==> config.mk <==
export PLATFORM = sky130hd
export DESIGN_NAME = instr_prefetch
export DESIGN_NICKNAME = d
export VERILOG_FILES = /design/src/rtl/instr_prefetch.sv
export SDC_FILE = /design/constraint.sdc
export NUM_CORES = 1
export LEC_CHECK = 0
export CAP_MARGIN = 40
export CORE_ASPECT_RATIO = 1.75
export CORE_MARGIN = 2
export CORE_UTILIZATION = 30
export DETAILED_ROUTE_END_ITERATION = 10
export GPL_TIMING_DRIVEN = 0
export PLACE_DENSITY = 0.59
export SLEW_MARGIN = 20
export SYNTH_ARGS = -nofsm -noshare
export SYNTH_HDL_FRONTEND = slang
export SYNTH_SLANG_ARGS = --single-unit
==> constraint.sdc <==
create_clock -name CLK -period 3.3 [get_ports CLK]
set_clock_uncertainty 0.2 [all_clocks]
set_input_delay 0.99 -clock CLK [delete_from_list [all_inputs] [get_ports CLK]]
set_output_delay 0.99 -clock CLK [all_outputs]
set_load 0.02 [all_outputs]
==> src/rtl/instr_prefetch.sv <==
// rtl/instr_prefetch.sv - instruction prefetch buffer between program ROM and CPU front end
//
// Fetches words from a combinational-read program ROM at an internal fetch PC
// and queues {pc, word} pairs in a DEPTH-entry FIFO. The decode stage takes
// words from the FIFO head with a valid/ready handshake. A redirect flushes the
// FIFO and restarts fetching at a new PC.
//
// Ports:
//   CLK          in   clock, rising edge
//   RST          in   synchronous active-high reset
//   fetch_en     in   allow new fetches (FIFO keeps draining when low)
//   rom_address  out  ROM word address (the fetch PC register)
//   rom_data     in   ROM word for rom_address, same cycle
//   redirect     in   flush FIFO and restart at redirect_pc
//   redirect_pc  in   new fetch PC
//   instr_valid  out  FIFO head valid
//   instr_data   out  FIFO head word
//   instr_pc     out  address of FIFO head word
//   instr_ready  in   consumer accepts head when instr_valid is high
//   perf_fetch   out  saturating push counter   (PREFETCH_PERF_EN only)
//   perf_flush   out  saturating redirect counter (PREFETCH_PERF_EN only)
//
// Build option: define PREFETCH_PERF_EN to add the performance counters.

module instr_prefetch #(
    parameter int              ADDR_W   = 16,
    parameter int              DATA_W   = 32,
    parameter int              DEPTH    = 4,
    parameter logic [ADDR_W-1:0] RESET_PC = '0
) (
    input  logic              CLK,
    input  logic              RST,
    input  logic              fetch_en,
    output logic [ADDR_W-1:0] rom_address,
    input  logic [DATA_W-1:0] rom_data,
    input  logic              redirect,
    input  logic [ADDR_W-1:0] redirect_pc,
    output logic              instr_valid,
    output logic [DATA_W-1:0] instr_data,
    output logic [ADDR_W-1:0] instr_pc,
    input  logic              instr_ready
`ifdef PREFETCH_PERF_EN
    ,
    output logic [15:0]       perf_fetch,
    output logic [15:0]       perf_flush
`endif
);

    localparam int PTR_W = $clog2(DEPTH);
    localparam int CNT_W = PTR_W + 1;
    localparam logic [CNT_W-1:0] FULL_COUNT = CNT_W'(DEPTH);

    typedef enum logic [1:0] {
        ST_STOP,
        ST_RUN,
        ST_WAIT
    } fetch_state_t;

    logic [ADDR_W-1:0] fetch_pc;
    logic [ADDR_W-1:0] mem_pc   [DEPTH];
    logic [DATA_W-1:0] mem_data [DEPTH];
    logic [PTR_W-1:0]  rd_ptr;
    logic [PTR_W-1:0]  wr_ptr;
    logic [CNT_W-1:0]  count;

    fetch_state_t fetch_state;
    logic         push;
    logic         pop;

    assign rom_address = fetch_pc;
    assign instr_valid = (count != '0);
    // Head comes from registered storage, so rom_data never reaches instr_data
    // combinationally.
    assign instr_data  = mem_data[rd_ptr];
    assign instr_pc    = mem_pc[rd_ptr];

    // Fetch control. A full FIFO that is being popped this cycle still counts
    // as RUN so the slot freed by the pop is refilled without a bubble.
    always_comb begin
        fetch_state = ST_STOP;
        pop         = instr_valid & instr_ready;
        if (!fetch_en) begin
            fetch_state = ST_STOP;
        end else if ((count == FULL_COUNT) && !pop) begin
            fetch_state = ST_WAIT;
        end else begin
            fetch_state = ST_RUN;
        end
        push = (fetch_state == ST_RUN) & ~redirect;
    end

    always_ff @(posedge CLK) begin
        if (RST) begin
            fetch_pc <= RESET_PC;
            rd_ptr   <= '0;
            wr_ptr   <= '0;
            count    <= '0;
            for (int i = 0; i < DEPTH; i++) begin
                mem_pc[i]   <= '0;
                mem_data[i] <= '0;
            end
        end else if (redirect) begin
            // Any pop in this cycle is taken by the consumer; the rest is dropped.
            fetch_pc <= redirect_pc;
            rd_ptr   <= '0;
            wr_ptr   <= '0;
            count    <= '0;
        end else begin
            if (push) begin
                mem_pc[wr_ptr]   <= fetch_pc;
                mem_data[wr_ptr] <= rom_data;
                wr_ptr           <= wr_ptr + PTR_W'(1);
                fetch_pc         <= fetch_pc + ADDR_W'(1);
            end
            if (pop) begin
                rd_ptr <= rd_ptr + PTR_W'(1);
            end
            case ({push, pop})
                2'b10:   count <= count + CNT_W'(1);
                2'b01:   count <= count - CNT_W'(1);
                default: count <= count;
            endcase
        end
    end

`ifdef PREFETCH_PERF_EN
    always_ff @(posedge CLK) begin
        if (RST) begin
            perf_fetch <= '0;
            perf_flush <= '0;
        end else begin
            if (push && (perf_fetch != 16'hFFFF)) begin
                perf_fetch <= perf_fetch + 16'd1;
            end
            if (redirect && (perf_flush != 16'hFFFF)) begin
                perf_flush <= perf_flush + 16'd1;
            end
        end
    end
`endif

endmodule
Word level (Yosys, flattened, before mapping)
Memory sizes are Yosys's and may differ from the RTL's. A register that Yosys moved wholly into a read port is not among the register bits. Cells that the tools add are included.

Register bits after elaboration: 23. RAM bits: 192. Input port bits: 53. Output and inout bits: 65. Logic and storage cells: 47. Memories kept: 2.

Add/sub/neg operators: 5. Eq/ne operators: 4. Multiplexer cells: 21. Bitwise gates (word level): 3. Reduce and logical (&&, ||, !) cells: 8.

Memories: mem_data (words 4, width 32, read ports 1, clocked after memory_dff 1, wr ports 4, line 61) `logic [DATA_W-1:0] mem_data [DEPTH];`; mem_pc (words 4, width 16, read ports 1, clocked after memory_dff 1, wr ports 4, line 60) `logic [ADDR_W-1:0] mem_pc [DEPTH];`.

Operator list (number): 2-to-1 mux 16 bit (3); 2-to-1 mux 32 bit (1); OR reduction 32 bit (1); adder 16 x 1 -> 16 bit (second input constant) (1); 2-to-1 mux 2 bit (8); OR reduction 16 bit (1); 2-to-1 mux 1 bit (8); case mux 3 bit (2 select lines) (1); adder 2 x 1 -> 2 bit (second input constant) (2); equality test 2 x 1 -> 1 bit (second input constant) (2); nonzero test 2 bit (2); adder 3 x 1 -> 3 bit (second input constant) (1); equality test 3 bit (second input constant) (1); nonzero test 3 bit (1); subtractor 3 x 1 -> 3 bit (second input constant) (1); AND 1 bit (2); equality test 2 bit (second input constant) (1); OR reduction 2 bit (1); logical AND 1 bit (1); logical NOT 1 bit (1); NOT 1 bit (1).

Logic depth before layout (Yosys ltp)
Gate-level depths: netlist of the first run.

Depth after elaboration: 14. Mapped depth: 11. Mapped depth without buffers: 10.

Least setup slack after synthesis of the first run
Ideal clock, no wire load.

Path type: input -> register. From: input port redirect. To: memory mem_data[3][0], enable pin. Setup time: 404 ps. Arrival: 2649 ps. Data required time: 2696 ps. Path slack: 47 ps. Stages: 3. Path buffers: 1. Path through: buf_2 nor4b_1 a21o_1.

RTL lines: from (decl) (line 36) `input logic redirect,`; to (decl) (line 61).

==> results.toml, run 1 <==
[outcome]
status = "complete, no violations"

[die]
die_x_um = 140
die-area_um2 = 34000
die_h_um = 242
core_area_um2 = 32100
io_pins = 118
start_util_pct = 30.3
rows = 87

[worst_setup_path]
cpPeakStageDelay_ps = 550
timing.critical_path.from_type = "register"
cp_cell_sequence = "buf_12 > buf_12 > mux4_2 > clkdlybuf4s15_2"
worstSetupEndpointType = "output pin"
worstPathArrival_ps = 2020
cp_max_fo = 10
cp_common_cell = "buf_12"
crit_type = "reg2out"
critPathRequiredTime_ps = 2110
slowest_stage = "mux4_2"

[timing]
maxSlewHeadroom_pct = 51.7
slew_violations = 0
fmax_mhz = 312
tightest_slew_ps = 725
finalCriticalPeriod_ps = 3210
setup_ws_ps = 94.1
rsz0062_at_grt = "yes"
setup_viol = 0
hold_violations = 0
setup_tns_ps = 0
period_share_pct = 97.1

[placed_design]
pre_cts_ws_ps = -619
hpwl_um = 15200
portBuffers = 115
gp_congestion = 0.730

[drt]
drc_errors = 0
via_count = 5564
via_per_inst = 4.64
drtPass1Iterations = 4
drt-initial-drc-count = 321
finalWirelength_um = 23500
ant_nets = 0
wl_per_cell_um = 19.6

[logic_synthesis]
synthSimpleGateAreaFrac_pct = 17.5
synth-edff-count = 192
synthMuxAreaShare_pct = 11.5
ys_warn_count = 0
synth_compound_area_share_pct = 1.89
synth_adder_area_share_pct = 0.462
yosysUniqueCellTypes = 51
syn_avg_cell_area_um2 = 15.3
synth_top_area_share_pct = 59.2
yosysSeqAreaShare_pct = 64.3
synth_area_um2 = 9750
synth_xor_area_share_pct = 1.35
synth_area_leader_cell = "edfxtp_1"
synth-async-reset-ratio_pct = 0
ys_ff_latch = 217
synth.area.top_cells = "edfxtp_1, and2_1, mux4_2"
syn_nets = 692
synth_ff_type = "edfxtp_1"
syn_inst = 636
synth_top_family_by_area = "simple AND/OR/NAND/NOR gates"

[clock_tree]
clkLatencyLatePin_ps = 500
numCtsBuffers = 21
h-tree-depth = 1
hold_buffers = 0
cts.path.max_buffers = 3
cts-root-buf = "clkbuf_16"
cts_sinks = 217
clkTransAtPathRegs_ps = 60
tritoncts = "done"

[cells_and_area]
multiInputGateArea_um2 = 3220
filler_cell_count = 3015
diodes = 0
fin_nets = 841
final_layout_size_suffix_gt1_share_pct = 19.6
seqCellArea_um2 = 6270
area_delta_synth_final_pct = 25.6
final_util_pct = 38.1

[global_route]
grt-ovfl-total = 0
gr-usage-met2_pct = 26.6
grt_max_degree = 42
grtUsageMet3_pct = 1.62
grt_pass1_wl_um = 35500
gr-usage-met1_pct = 15.7
grt_most_used_layer = "met2"
antenna_found_initial = 0
grt_pass1_vias = 5797
grt_usage_pct = 13.8

[power]
power_per_cell_area_nw_per_um2 = 488
p_leak_nw = 4.37
power_w = 0.00598
ir_drop_mv = 0.305

[run]
drv_cap = 0

[min_path]
min_path_type = "reg2reg"
-- critical path: cells and delay by family (launching register included) --
family,cells,cell delay [ps]
multiplexers,1,550
buffers and inverters,3,580
flip-flops,1,380
-- path summary, 6_finish.rpt --
| kind | startpoint | endpoint | slack (ps) | cells past startpoint |
|---|---|---|---|---|
| worst max-delay path | register | instr_pc[7] | 90 | 4 |
| worst min-delay path | count[2] | count[2] | 320 | 2 |
| worst max register to register | count[0] | count[2] | 680 | 11 |
| worst min register to register | count[2] | count[2] | 320 | 2 |
-- state kept, by name, summed over array words and instances (netlist names), named ones only --
name / flops
count: 3
mem_data: 128
mem_pc: 64
rd_ptr: 2
rom_address: 16
wr_ptr: 2
-- stage by stage --
stage | std cells | instance area (um^2) | hold slack (ps)
2_1_floorplan | 636 | 9750 | 279
3_3_place_gp | 1151 | 11400 | 305
3_5_place_dp | 1155 | 11500 | 310
4_1_cts | 1194 | 12200 | 319
5_1_grt | 1199 | 12200 | 364
6_report | 1199 | 12200 | 325
-- where the power goes --
part | internal [W] | switching, W | total, W
Sequential | 0.00311 | 0.0000595 | 0.00317
Clock | 0.00124 | 0.00103 | 0.00227
Combinational | 0.000247 | 0.000290 | 0.000537
Total | 0.00460 | 0.00138 | 0.00598
-- layout by cell type, fill, tap and decap left out, drive strengths merged, types with 3 or more instances in the layout --
cell           netlist  final
a211oi               9      9
a21oi                3      3
and2               192    192
buf                 20     31
clkbuf              25     50
clkdlybuf4s15        0     16
clkdlybuf4s50        0     67
clkinv               0     11
dfxtp               25     25
dlygate4sd2          0     28
edfxtp             192    192
inv                  7      7
mux4                48     48
nand2               13     13
nand3                7      7
nand4                6      6
nor2                22     22
nor3                 8      8
nor4                 7      7
nor4b                3      3
o21ai                3      3
or2                  4      6
or3                  4      4
xnor2               10     10
xor2                 5      5
-- synthesized netlist by cell type, types with 2 or more instances --
cell	number
a211oi_1	8
a21o_1	2
a21oi_1	3
and2_1	188
and2_2	4
and3b_1	2
buf_2	10
buf_4	5
buf_6	5
clkbuf_1	15
clkbuf_2	8
clkbuf_8	2
dfxtp_1	25
edfxtp_1	192
ha_1	2
inv_1	7
mux2i_1	2
mux4_2	48
nand2_1	13
nand3_1	7
nand4_1	5
nor2_1	22
nor3_1	6
nor3b_1	2
nor4_1	5
nor4_4	2
o211ai_1	2
o21ai_0	3
or2_2	3
or3_1	4
xnor2_1	10
xor2_1	5
-- metal layers --
| metal | part of all wire, % | vias to the layer above |
|---|---|---|
| li1 | - | 2642 |
| met1 | 39 | 2783 |
| met2 | 55 | 113 |
| met3 | 3.3 | 26 |
| met4 | 2.2 | 0 |
| met5 | 0 | - |
-- cell families after synthesis --
kind of cell	count (synthesis)
muxes	51
adders and majority gates	3
DFF	217
xor gates and xnor gates	15
and+or+nand+nor	273
AOI/OAI and AO/OA	25
buffers and inverters	52
-- area by class of cell --
cell class              instances  area share, %
clock buffers                  23           4.35
repair buffers                124           10.2
multi-input cells             369           26.3
inverters                       7          0.215
plain buffers                  45           2.87
well taps                     400           4.09
flip-flops and latches        217           51.2
clock inverters                14          0.767
-- what timing repair did --
action	4_1_cts	5_1_grt
cloned	2	0
pin swaps	0	1
setup buffers	0	5
endpoints found under the setup margin	98	62
resized for setup	104	9
No activity file was read; power rests on OpenSTA's default activity.
==> inputs of run 2 (changes only) <==
ABC_AREA = 1   (was not set)
CAP_MARGIN = not set   (was 40)
==> run 2 against run 1 <==
  * Hold slack worse by 30 ps
  * Synthesized cell count up 55%
  * Fmax down 1.0%
  * Clock power about the same
  * Utilization about the same
  * Critical path depth up 3
  * Sequential power about the same
  * Combinational power up 13%
  * First-iteration DRC count up 93%
  * Final cell count up 29%
  * Sequential share of layout area up 0.21 points
==> results.toml, run 2 <==
[outcome]
status = "complete, no violations"

[worst_setup_path]
cp_max_fo = 10
crit_type = "reg2out"
slowest_stage = "clkdlybuf4s15_2"
worstSetupEndpointType = "output pin"
crit_family = "buffers and inverters"
cp_common_cell = "buf_6"
critPathRequiredTime_ps = 2110
worstPathArrival_ps = 2050
cp_cell_sequence = "buf_2 > inv_2 > buf_6 > buf_6 > nor2_1 > o22ai_2 > clkdlybuf4s15_2"
timing.critical_path.from_type = "register"
worstPathBufferInverterCount = 5
cpPeakStageDelay_ps = 300

[logic_synthesis]
yosysUniqueCellTypes = 29
syn_nets = 1042
synth_xor_area_share_pct = 0.362
synth-async-reset-ratio_pct = 0
syn_avg_cell_area_um2 = 9.81
ys_warn_count = 0
synth_area_um2 = 9670
synth_ff_type = "edfxtp_1"
synth_commonest_cells = "nor2_1, edfxtp_1, o21ai_0"
synthMuxAreaShare_pct = 0
syn_inst = 986
yosysSeqAreaShare_pct = 64.8
yosysMostFrequentCell = "nor2_1"
synth.area.top_cells = "edfxtp_1, nor2_1, o21ai_0"
synth_top_family_by_area = "simple AND/OR/NAND/NOR gates"
synth_area_leader_cell = "edfxtp_1"
synth_adder_area_share_pct = 0.466
synthSimpleGateAreaFrac_pct = 16.9
synth_top_area_share_pct = 59.6
synth-edff-count = 192
synth_compound_area_share_pct = 10.6
ys_ff_latch = 217

[power]
power_per_cell_area_nw_per_um2 = 496
p_leak_nw = 4.90
power_w = 0.00605
ir_drop_mv = 0.296

[global_route]
grt_usage_pct = 16.3
grt_pass1_wl_um = 42700
grt_pass1_vias = 7761
antenna_found_initial = 1
grt_max_degree = 49
grt-ovfl-total = 0

[timing]
setup_tns_ps = 0
hold_violations = 0
slew_violations = 0
setup_viol = 0
fmax_mhz = 309
finalCriticalPeriod_ps = 3240
period_share_pct = 98.1
tightest_slew_ps = 791
maxSlewHeadroom_pct = 47.3
rsz0062_at_grt = "yes"

[drt]
drc_errors = 0
met2_length_um = 15300
drtPass1Iterations = 5
ant_nets = 0
met1_length_um = 10700
finalWirelength_um = 27900
drt-initial-drc-count = 621
via_count = 7447
via_per_inst = 4.83
routed.top_layer = "met4"
wl_per_cell_um = 18.1
route.met3.wl_um = 958

[clock_tree]
cts_setup_buffers = 0
tritoncts = "done"
cts-root-buf = "clkbuf_16"
clkTransAtPathRegs_ps = 60
h-tree-depth = 1
hold_buffers = 0
cts_sinks = 217
numCtsBuffers = 20
clkLatencyLatePin_ps = 490
cts.path.max_buffers = 3

[die]
die-area_um2 = 33700
core_area_um2 = 32000
rows = 87
start_util_pct = 30.2
io_pins = 118
die_x_um = 140
die_h_um = 241

[cells_and_area]
fin_nets = 1184
area_delta_synth_final_pct = 26.0
layout_common_cells = "nor2_1, edfxtp_1, o21ai_0"
final_common_cell = "nor2_1"
largest_register = "mem_data"
largest_reg_flops = 128
finalInstanceArea_um2 = 12200
final_layout_size_suffix_gt1_share_pct = 12.8

[placed_design]
portBuffers = 116
gp_congestion = 0.870
hpwl_um = 19300
placed_area_um2 = 11400

[min_path]
min_path_type = "reg2reg"

[run]
drv_cap = 0
run 2: cells by family after synthesis:
group / after synthesis
XOR/XNOR: 4
adder cells (fa/ha/maj): 3
AO/OA/AOI/OAI: 191
flip-flops: 217
buffers and inverters: 162
AND/OR/NAND/NOR: 409
run 2: timing repair:
action                                  in CTS  in global routing
endpoints found under the setup margin      48                126
pin swaps                                    0                  1
gates resized for setup                    145                 57
run 2: routing by layer:
layer	global-route usage, %	vias to the layer above
met3	1.62	50
met1	17.9	3606
met5	0	-
met4	7.58	0
li1	-	3590
met2	31.4	201
run 2: final cells by class:
type | count | area [um^2]
fill | 3252 | 19800
sequential | 217 | 6270
multi-input combinational | 607 | 2880
timing repair buffer | 120 | 1150
clock buffer | 27 | 558
tap | 400 | 500
inverter | 109 | 409
buffer | 53 | 352
clock inverter | 8 | 73.8
antenna | 1 | 2.50
run 2: power breakdown:
group / internal, W / switching (W)
combinational: 0.000220 / 0.000388
sequential: 0.00311 / 0.0000531
clock: 0.00127 / 0.00101
run 2: worst paths after layout:
kind	startpoint	to	slack [ps]	cells after the start
max	register	instr_data[23]	60	7
max reg2reg	count[0]	mem_pc[0][14]	720	8
min	rd_ptr[0]	rd_ptr[0]	290	1
min reg2reg	rd_ptr[0]	rd_ptr[0]	290	1
run 2: stage by stage:
step           setup slack (ps)  cells  hold slack (ps)  utilization [%]
2_1_floorplan             -59.3    986              236                -
3_3_place_gp              -1570   1502              255             35.5
3_5_place_dp               -432   1506              268             35.7
4_1_cts                   -21.3   1541              284             38.1
5_1_grt                   -11.6   1542              311             38.1
6_report                   61.8   1542              294             38.1
